==> src/rtl/fifo_arb_pkg.sv <==
// Shared types for the FIFO write-port arbiter: FSM state encoding and
// the sizing helper for the per-grant burst counter.
package fifo_arb_pkg;

    typedef enum logic [1:0] {
        ARB_IDLE = 2'd0,
        ARB_G0   = 2'd1,
        ARB_G1   = 2'd2
    } arb_state_t;

    // Counter must hold the value MAX_BURST itself, not just MAX_BURST-1.
    function automatic int burst_cnt_w(input int max_burst);
        return $clog2(max_burst + 1);
    endfunction

endpackage

==> src/rtl/fifo_write_arbiter.sv <==
// Round-robin arbiter sharing the FIFO write port between two producers,
// with a bounded burst per grant and backpressure from the FIFO full flag.
module fifo_write_arbiter
    import fifo_arb_pkg::*;
#(
    parameter int width     = 8,
    parameter int MAX_BURST = 4
) (
    input  logic             clk,
    input  logic             reset,
    input  logic             req0,
    input  logic             req1,
    input  logic [width-1:0] data0,
    input  logic [width-1:0] data1,
    input  logic             full,
    output logic             grant0,
    output logic             grant1,
    output logic             write,
    output logic [width-1:0] inputBus
);

    localparam int               CNT_W       = burst_cnt_w(MAX_BURST);
    localparam logic [CNT_W-1:0] BURST_LIMIT = CNT_W'(MAX_BURST);

    arb_state_t       state;
    logic [CNT_W-1:0] burst_cnt;
    logic             last_served;

    logic             owner_req;
    logic             other_req;
    logic [CNT_W-1:0] cnt_inc;
    logic             grant_end;

    // Grants decode the state register directly, so they are registered
    // and drop together with the asynchronous reset.
    assign grant0 = (state == ARB_G0);
    assign grant1 = (state == ARB_G1);
    assign write  = (grant0 & req0 & ~full) | (grant1 & req1 & ~full);

    // NOTE: every signal driven in always_comb gets a default first so no latch is inferred.
    always_comb begin
        owner_req = 1'b0;
        other_req = 1'b0;
        inputBus  = '0;
        case (state)
            ARB_G0: begin
                owner_req = req0;
                other_req = req1;
                inputBus  = data0;
            end
            ARB_G1: begin
                owner_req = req1;
                other_req = req0;
                inputBus  = data1;
            end
            default: ;
        endcase
    end

    // The word accepted this cycle counts toward the limit, so rotation
    // happens on the same edge that takes the last word of the burst.
    assign cnt_inc   = burst_cnt + CNT_W'(write);
    assign grant_end = ~owner_req | (cnt_inc == BURST_LIMIT);

    // NOTE: state registers use non-blocking assignments so every flop samples pre-edge values.
    always_ff @(posedge clk or negedge reset) begin
        if (!reset) begin
            state       <= ARB_IDLE;
            burst_cnt   <= '0;
            last_served <= 1'b1;
        end else begin
            case (state)
                ARB_IDLE: begin
                    burst_cnt <= '0;
                    if (req0 && req1) begin
                        state <= last_served ? ARB_G0 : ARB_G1;
                    end else if (req0) begin
                        state <= ARB_G0;
                    end else if (req1) begin
                        state <= ARB_G1;
                    end
                end
                ARB_G0, ARB_G1: begin
                    if (grant_end) begin
                        last_served <= (state == ARB_G1);
                        burst_cnt   <= '0;
                        if (other_req) begin
                            state <= (state == ARB_G0) ? ARB_G1 : ARB_G0;
                        end else if (!owner_req) begin
                            state <= ARB_IDLE;
                        end
                    end else begin
                        burst_cnt <= cnt_inc;
                    end
                end
                default: begin
                    state     <= ARB_IDLE;
                    burst_cnt <= '0;
                end
            endcase
        end
    end

endmodule

==> config.mk <==
export PLATFORM = sky130hd
export DESIGN_NAME = fifo_write_arbiter
export DESIGN_NICKNAME = d
export VERILOG_FILES = /design/src/rtl/fifo_arb_pkg.sv /design/src/rtl/fifo_write_arbiter.sv
export SDC_FILE = /design/constraint.sdc
export NUM_CORES = 1
export LEC_CHECK = 0
export CAP_MARGIN = 20
export CORE_MARGIN = 3
export CORE_UTILIZATION = 39
export CTS_BUF_LIST = sky130_fd_sc_hd__clkbuf_4 sky130_fd_sc_hd__clkbuf_8 sky130_fd_sc_hd__clkbuf_16
export CTS_CLUSTER_SIZE = 20
export DETAILED_ROUTE_END_ITERATION = 10
export PLACE_DENSITY = 0.82
export SYNTH_ARGS = -nofsm -noshare
export SYNTH_HDL_FRONTEND = slang
export SYNTH_SLANG_ARGS = --single-unit
==> constraint.sdc <==
create_clock -name clk -period 6.9 [get_ports clk]
set_input_delay 1.38 -clock clk [delete_from_list [all_inputs] [get_ports clk]]
set_output_delay 1.38 -clock clk [all_outputs]
set_load 0.05 [all_outputs]
==> results of run 1 <==
-- per-stage QoR --
stage	power (mW)	hold WS, ps	setup slack (ps)
after floorplan	0.256	521	3130
after global placement	0.328	552	2290
after detailed placement	0.331	555	2260
after CTS	0.371	566	2230
after global routing	0.395	584	2140
final	0.370	566	2230
-- sequential cells by signal, indices dropped and copies added, names as in the netlist --
register	cells
state	2
burst_cnt	3
last_served	1
-- area by class of cell --
class                      instances  area [um^2]  area share [%]
tap                               15         18.8            2.07
multi-input combinational         48          387            42.6
inverter                           3         11.3            1.24
timing repair buffer              31          310            34.2
clock buffer                       4         30.0            3.31
sequential                         6          151            16.7
-- logic make-up after synthesis --
family / share of synthesized area, %
simple gates: 22.9
compound gates: 26.3
buf+inv: 4.23
fa+ha+maj: 13.4
flops: 26.9
mux: 4.68
xor+xnor: 1.56
-- layout by cell type, fill, tap and decap left out, types with 2 or more instances in the layout --
cell             instances
clkdlybuf4s50_1         31
nor2b_1                 10
a22oi_1                  8
ha_1                     6
dfrtp_1                  5
clkbuf_4                 4
inv_1                    3
nand2b_1                 3
and3_1                   2
nor2_1                   2
o21ai_0                  2
nand3_1                  2
-- synth_stat cells --
cell | instances | share of area (%)
o21a_1 | 1 | 1.3
mux2_1 | 1 | 2.0
nor2_1 | 2 | 1.3
dfstp_2 | 1 | 4.7
nand2_1 | 1 | 0.67
ha_1 | 6 | 13
o311ai_4 | 1 | 4.7
and2_1 | 1 | 1.1
o21ai_0 | 2 | 1.8
a21oi_1 | 1 | 0.89
nand3_1 | 2 | 1.8
inv_1 | 3 | 2.0
buf_2 | 1 | 0.89
nor2b_1 | 10 | 11
mux2_4 | 1 | 2.7
a22o_1 | 1 | 1.6
nand3b_1 | 1 | 1.3
dfrtp_1 | 5 | 22
clkbuf_1 | 2 | 1.3
and3_1 | 2 | 2.2
xnor2_1 | 1 | 1.6
nand2b_1 | 3 | 3.3
a31oi_1 | 1 | 1.1
a22oi_1 | 8 | 11
o211ai_2 | 1 | 2.2
a32o_2 | 1 | 2.0
-- per-layer routing --
metal / routed length, um / vias up / track usage, % / part of all wire, %
li1: - / 280 / - / -
met1: 662 / 281 / 22.1 / 44
met2: 797 / 16 / 29.1 / 53
met3: 48 / 0 / 4.15 / 3.2
met4: 0 / 0 / 3.61 / 0
met5: 0 / - / 0 / 0
-- worst max-delay path by stage --
stage / start / to / slack [ps]
global placement: req0 / write / 2290
CTS: req0 / write / 2230
finish: req0 / write / 2230
floorplan: req1 / state[1]$_DFFE_PN0P_ / 3130
detailed placement: req0 / write / 2260
global route: req0 / write / 2140
-- power breakdown --
group / total [mW] / leakage, nW / internal, mW / switching, mW
registers: 0.0525 / 0.0778 / 0.0455 / 0.00697
logic: 0.278 / 0.281 / 0.113 / 0.166
clock network: 0.0394 / 0.0184 / 0.0259 / 0.0135
==> out/metrics.csv, run 1 <==
metric,value,unit
crit_type,input port to output port,
tritoncts,done,
htreeDepth,1,
die_x,44.0,um
clk_pin_slew,50,ps
wire_per_inst,14.1,um
fin_crit_sh,67.6,%
status,"complete, no violations",
dp_cells,103,
fin_setup_tns,0,ps
slowest_stage,clkdlybuf4s50_1,
clock_latency,240,ps
crit_family,buffers and inverters,
crit_path_max_incr_delay,830,ps
cts_buffers,3,
viasPerCell,5.39,
hp-start,state[0]$_DFFE_PN0P_,
leakagePower,0.377,nW
worstPathMaxFanout,6,
rows,13,
synth_seq_area_share,26.9,%
grt_overflow,0,
endpoint_kind,output port,
place_congestion,0.844,
final_util,68.1,%
r2r_start,state[0]$_DFFE_PN0P_,
syn_area_per_cell,9.36,um^2
synth.distinct_cells,26,
finalNonFillerCells,107,
worstReg2RegEnd,state[1]$_DFFE_PN0P_,
hold_depth,1,
drc,0,
antenna_cells,0,
hold_end,state[0]$_DFFE_PN0P_,
irDropWorstVdd,0.000254,V
wirelength,1510,um
cts.sinks,6,
cts_buffer_depth,2,
final_hold_viol_count,0,
r2r.worst_path.cells,9,
cp.arrival,3290,ps
required,5520,ps
nFillCells,113,
worst_pin_slew,527,ps
finClkSkew,0.847,ps
crit_top_cell,clkdlybuf4s50_1,
initial_core_util,42.1,%
antenna_found_initial,0,
synthCells,60,
drv_cap,0,
drv_slew,0,
fin_area,908,um^2
r2r_slack,4000,ps
p_per_area,408,nW/um^2
ys_seq_elements,6,
ios,32,
core-area,1330,um^2
worst_setup_path_start_kind,input port,
port_buffers,31,
dieArea,1930,um^2
cts_hold_buffers,0,
grt_pass1_wl,2530,um
drive_gt1_share,9.78,%
max_slew_margin,64.8,%
period_needed,4670,ps
die_y,44.0,um
grt_max_degree,15,
yosys_warnings,0,
worst-path-stages,4,
path_cells,clkdlybuf4s50_1 > a22o_1 > nor2b_1 > clkdlybuf4s50_1,
place_area,878,um^2
synth_area,562,um^2
syn_nets,87,
max_freq,214,MHz
grtUsageTotal,17.2,%
cts_setup_buffers,0,
drtIter0Drc,8,
firstDrtPassIters,4,
rsz0062_at_grt,no,
nNetsFinal,120,
via_count,577,
areaGrowthSynthToFinish,61.7,%
cts_resized,0,
grt_pass1_vias,579,
drtAntennaViolNets,0,
clock-root-buffer,clkbuf_4,
place_hpwl,1210,um
hold_path_class,flop to flop,
path_buf_inv,2,
setup-violations-final,0,
Power figures use the tool's default switching activity.
==> inputs of run 2 (changes only) <==
- CORE_UTILIZATION: 39 -> 33
- PLACE_DENSITY: 0.82 -> 0.74
- clock period: 6.9 -> 4.2 ns (I/O delays scaled with it)
==> run 2 against run 1 <==
Compared with the run above:
- first-iteration DRC count decreased by 38%
- worst hold slack got worse by 2.0 ps
- non-clock buffer count unchanged
- utilization decreased by 9.8 points
- combinational power increased by 64%
- cell area increased by 0.14%
- critical path depth unchanged
- flip-flop and latch count unchanged
- cell count increased by 0.93%
- critical path type unchanged
- highest routed layer is now met4
==> out/metrics.csv, run 2 (synthesis results as in run 1) <==
metric,value,unit,change
status,"complete, no violations",,unchanged
tritoncts,done,,unchanged
p_int,0.302,mW,was 0.184 mW
cp.arrival,2750,ps,was 3290 ps
die_x,47.3,um,was 44.0 um
antenna_cells,0,,unchanged
cts_hold_buffers,0,,unchanged
drv_slew,0,,unchanged
dieArea,2230,um^2,was 1930 um^2
rows,14,,was 13
grt_pass1_wl,2230,um,was 2530 um
areaGrowthSynthToFinish,61.9,%,was 61.7%
finalNonFillerCells,108,,was 107
place_hpwl,1220,um,was 1210 um
finClkSkew,3.75,ps,was 0.847 ps
max_slew_margin,65.9,%,was 64.8%
p_per_area,669,nW/um^2,was 408 nW/um^2
endpoint_kind,output port,,unchanged
drtIter0Drc,5,,was 8
cts_buffers,3,,unchanged
ios,32,,unchanged
required,3360,ps,was 5520 ps
clock_latency,250,ps,was 240 ps
irDropWorstVdd,0.000352,V,was 0.000254 V
nFillCells,144,,was 113
period_needed,3590,ps,
port_buffers,31,,unchanged
leakagePower,0.377,nW,unchanged
grt_pass1_vias,512,,was 579
crit_type,input port to output port,,unchanged
drtAntennaViolNets,0,,unchanged
firstDrtPassIters,4,,unchanged
drv_cap,0,,unchanged
regMostFlops,burst_cnt,,unchanged
clock-root-buffer,clkbuf_4,,unchanged
via_count,559,,was 577
drc,0,,unchanged
wire_per_inst,13.7,um,was 14.1 um
cts_buffer_depth,2,,unchanged
drive_gt1_share,9.78,%,unchanged
antenna_found_initial,0,,unchanged
grt_max_degree,15,,unchanged
layout_common_cells,"31 x clkdlybuf4s50_1, 10 x nor2b_1, 8 x a22oi_1",,unchanged
fin_hold_ws,564,ps,was 566 ps
rsz0062_at_grt,no,,unchanged
core-area,1560,um^2,was 1330 um^2
largest_register_ffs,3,,unchanged
clk_pin_slew,50,ps,about the same
place_congestion,0.704,,was 0.844
die_y,47.3,um,was 44.0 um
setup-violations-final,0,,unchanged
hold_path_class,flop to flop,,unchanged
cts_resized,0,,unchanged
fin_setup_tns,0,ps,unchanged
comb_power_share,75.1,%,was 75.2%
wirelength,1480,um,was 1510 um
worstPathMaxFanout,6,,unchanged
p_sw_share,50.3,%,about the same
final_util,58.3,%,was 68.1%
initial_core_util,36.0,%,was 42.1%
worst_pin_slew,510,ps,was 527 ps
pwr-share-seq,14.2,%,about the same
total_power,0.609,mW,was 0.370 mW
fin_crit_sh,85.4,%,
grtUsageTotal,14.3,%,was 17.2%
p_sw,0.306,mW,was 0.186 mW
reg.largest.list,"burst_cnt x3, state x2, last_served x1",,unchanged
cts_setup_buffers,0,,unchanged
worst_setup_path_start_kind,input port,,unchanged
final_hold_viol_count,0,,unchanged
viasPerCell,5.18,,was 5.39
dp_cells,104,,was 103
max_freq,279,MHz,
pwr-share-clk,10.6,%,about the same
htreeDepth,1,,unchanged
nNetsFinal,120,,unchanged
cts.sinks,6,,unchanged
grt_overflow,0,,unchanged
final_common_cell,clkdlybuf4s50_1,,unchanged
-- run 2: path summary, 6_finish.rpt --
path | to | slack, ps | startpoint | cells after the start
max reg2reg | state[1]$_DFFE_PN0P_ | 1270 | state[0]$_DFFE_PN0P_ | 9
min in group asynchronous | burst_cnt[2]$_DFF_PN0_ | 830 | reset | 1
min | state[0]$_DFFE_PN0P_ | 560 | state[0]$_DFFE_PN0P_ | 1
min reg2reg | state[0]$_DFFE_PN0P_ | 560 | state[0]$_DFFE_PN0P_ | 1
max in group asynchronous | last_served$_DFFE_PN1P_ | 3090 | reset | 1
max | write | 610 | req0 | 4
-- run 2: cell type report --
class	instances	area [um^2]	share of cell area, %
well taps	16	20.0	2.20
inverters	3	11.3	1.24
flip-flops and latches	6	151	16.6
multi-input cells	48	387	42.5
repair buffers	31	310	34.1
clock buffers	4	30.0	3.30
-- run 2: worst max-delay path: stages --
cell and delay [ps]:
clkdlybuf4s50_1 570, a22o_1 280, nor2b_1 220, clkdlybuf4s50_1 830
-- run 2: metrics by stage --
step           worst slack, ps  cell area, um^2
2_1_floorplan              701              562
3_3_place_gp               662              880
3_5_place_dp               619              880
4_1_cts                    602              910
5_1_grt                    474              910
6_report                   613              910
-- run 2: power groups by stage --
stage / combinational, mW / clock [mW] / sequential (mW)
global placement: 0.451 / 0 / 0.0871
finish: 0.457 / 0.0648 / 0.0867
detailed placement: 0.458 / 0 / 0.0882
CTS: 0.459 / 0.0665 / 0.0872
global route: 0.486 / 0.0721 / 0.0892
floorplan: 0.337 / 0 / 0.0843
-- run 2: routing by layer --
metal	track usage, %	wire (um)	vias to the layer above
met3	2.68	48	3
met1	17.8	645	261
met5	0	0	-
li1	-	-	280
met4	8.29	21	0
met2	22.7	767	15
==> inputs of run 3 (changes only) <==
- CORE_UTILIZATION: 33 -> 25
- PLACE_DENSITY: 0.74 -> default
==> run 3 against run 2 <==
Compared with the run above:
- utilization shrank 13 points
- worst hold slack better by 4.1 ps
- non-clock buffer count unchanged
- flip-flop and latch count unchanged
- cell area is 1.5% higher
- clock power up 1%
- critical path type unchanged
- critical endpoint unchanged
- largest cell class unchanged
- largest power group unchanged
==> out/metrics.csv, run 3 (synthesis results as in run 1) <==
metric,value,unit,change
worstPathMaxFanout,6,,unchanged
rows,16,,was 14
port_buffers,31,,unchanged
cts_buffers,3,,unchanged
antenna_found_initial,0,,unchanged
hold_depth,1,,unchanged
finClkSkew,3.34,ps,was 3.75 ps
via_count,534,,was 559
hold_end,state[0]$_DFFE_PN0P_,,unchanged
r2r_start,state[0]$_DFFE_PN0P_,,unchanged
final_hold_viol_count,0,,unchanged
wl_met1,703,um,was 645 um
die_x,53.4,um,was 47.3 um
total_power,0.608,mW,was 0.609 mW
route.met2.wl,724,um,was 767 um
r2r.worst_path.cells,9,,unchanged
place_congestion,0.695,,was 0.704
grt_overflow,0,,unchanged
regMostFlops,burst_cnt,,unchanged
r2r_slack,1340,ps,was 1270 ps
initial_core_util,27.5,%,was 36.0%
die_y,53.4,um,was 47.3 um
endpoint_kind,output port,,unchanged
wire_per_inst,12.5,um,was 13.7 um
clock_latency,250,ps,about the same
cp.arrival,2710,ps,was 2750 ps
grtUsageTotal,11.2,%,was 14.3%
dp_cells,115,,was 104
wirelength,1490,um,was 1480 um
cts_hold_buffers,0,,unchanged
fin_crit_sh,84.5,%,was 85.4%
drc,0,,unchanged
dp_slack,665,ps,was 619 ps
max_slew_margin,65.6,%,was 65.9%
drv_slew,0,,unchanged
worst_setup_path_start_kind,input port,,unchanged
nFillCells,220,,was 144
grt_max_degree,15,,unchanged
grt_pass1_vias,520,,was 512
drive_gt1_share,9.78,%,unchanged
place_hpwl,1200,um,was 1220 um
drtAntennaViolNets,0,,unchanged
nNetsFinal,120,,unchanged
irDropWorstVdd,0.000287,V,was 0.000352 V
cts_buffer_depth,2,,unchanged
dieArea,2850,um^2,was 2230 um^2
finalNonFillerCells,119,,was 108
worst_pin_slew,514,ps,was 510 ps
largest_register_ffs,3,,unchanged
layout_common_cells,"31 x clkdlybuf4s50_1, 10 x nor2b_1, 8 x a22oi_1",,unchanged
period_needed,3550,ps,was 3590 ps
antenna_cells,0,,unchanged
tritoncts,done,,unchanged
core-area,2040,um^2,was 1560 um^2
drtIter0Drc,8,,was 5
drv_cap,0,,unchanged
leakagePower,0.377,nW,unchanged
viasPerCell,4.49,,was 5.18
areaGrowthSynthToFinish,64.4,%,was 61.9%
cts_setup_buffers,0,,unchanged
htreeDepth,1,,unchanged
worstReg2RegEnd,state[1]$_DFFE_PN0P_,,unchanged
hold_path_class,flop to flop,,unchanged
final_util,45.2,%,was 58.3%
reg.largest.list,"burst_cnt x3, state x2, last_served x1",,unchanged
final_common_cell,clkdlybuf4s50_1,,unchanged
cts.sinks,6,,unchanged
cts_resized,0,,unchanged
max_freq,282,MHz,was 279 MHz
setup-violations-final,0,,unchanged
clock-root-buffer,clkbuf_4,,unchanged
met3_wirelength,46,um,was 48 um
highest_layer,met4,,unchanged
timing.final.ws_setup,651,ps,was 613 ps
clk_pin_slew,50,ps,about the same
crit_type,input port to output port,,unchanged
p_per_area,658,nW/um^2,was 669 nW/um^2
status,"complete, no violations",,unchanged
firstDrtPassIters,3,,was 4
hp-start,state[0]$_DFFE_PN0P_,,unchanged
required,3360,ps,about the same
fin_setup_tns,0,ps,unchanged
grt_pass1_wl,2380,um,was 2230 um
ios,32,,unchanged
rsz0062_at_grt,no,,unchanged
run 3: cell counts in the layout (fill, tap and decap cells not counted):
Identical to the previous run, type by type.
run 3: critical path, cell delays in order:
cell             delay (ps)
clkdlybuf4s50_1         560
a22o_1                  270
nor2b_1                 210
clkdlybuf4s50_1         830
run 3: cell type report:
| cell class | count | area (um^2) | area share [%] |
|---|---|---|---|
| multi-input combinational | 48 | 387 | 41.9 |
| timing repair buffer | 31 | 310 | 33.6 |
| sequential | 6 | 151 | 16.4 |
| tap | 27 | 33.8 | 3.66 |
| clock buffer | 4 | 30.0 | 3.25 |
| inverter | 3 | 11.3 | 1.22 |
run 3: report_power, final:
group | switching [mW] | leakage [nW] | total, mW | internal, mW
Clock | 0.0230 | 0.0184 | 0.0656 | 0.0426
Sequential | 0.0127 | 0.0778 | 0.0875 | 0.0748
Combinational | 0.270 | 0.281 | 0.454 | 0.185
run 3: through the flow:
stage | hold slack, ps | cell area (um^2)
floorplan | 521 | 562
global placement | 552 | 893
detailed placement | 562 | 893
CTS | 573 | 923
global route | 594 | 923
finish | 568 | 923
run 3: worst max-delay path by stage:
stage,end,from,depth (start not counted)
3_5_place_dp,write,req0,4
3_3_place_gp,write,req0,4
5_1_grt,write,req0,4
6_report,write,req0,4
4_1_cts,write,req0,4
2_1_floorplan,state[1]$_DFFE_PN0P_,state[0]$_DFFE_PN0P_,9
run 3: per-layer routing:
layer | vias up | GRT usage [%]
met5 | - | 0
met4 | 0 | 5.11
met3 | 2 | 0.845
met2 | 10 | 16.9
met1 | 241 | 15.9
li1 | 281 | -
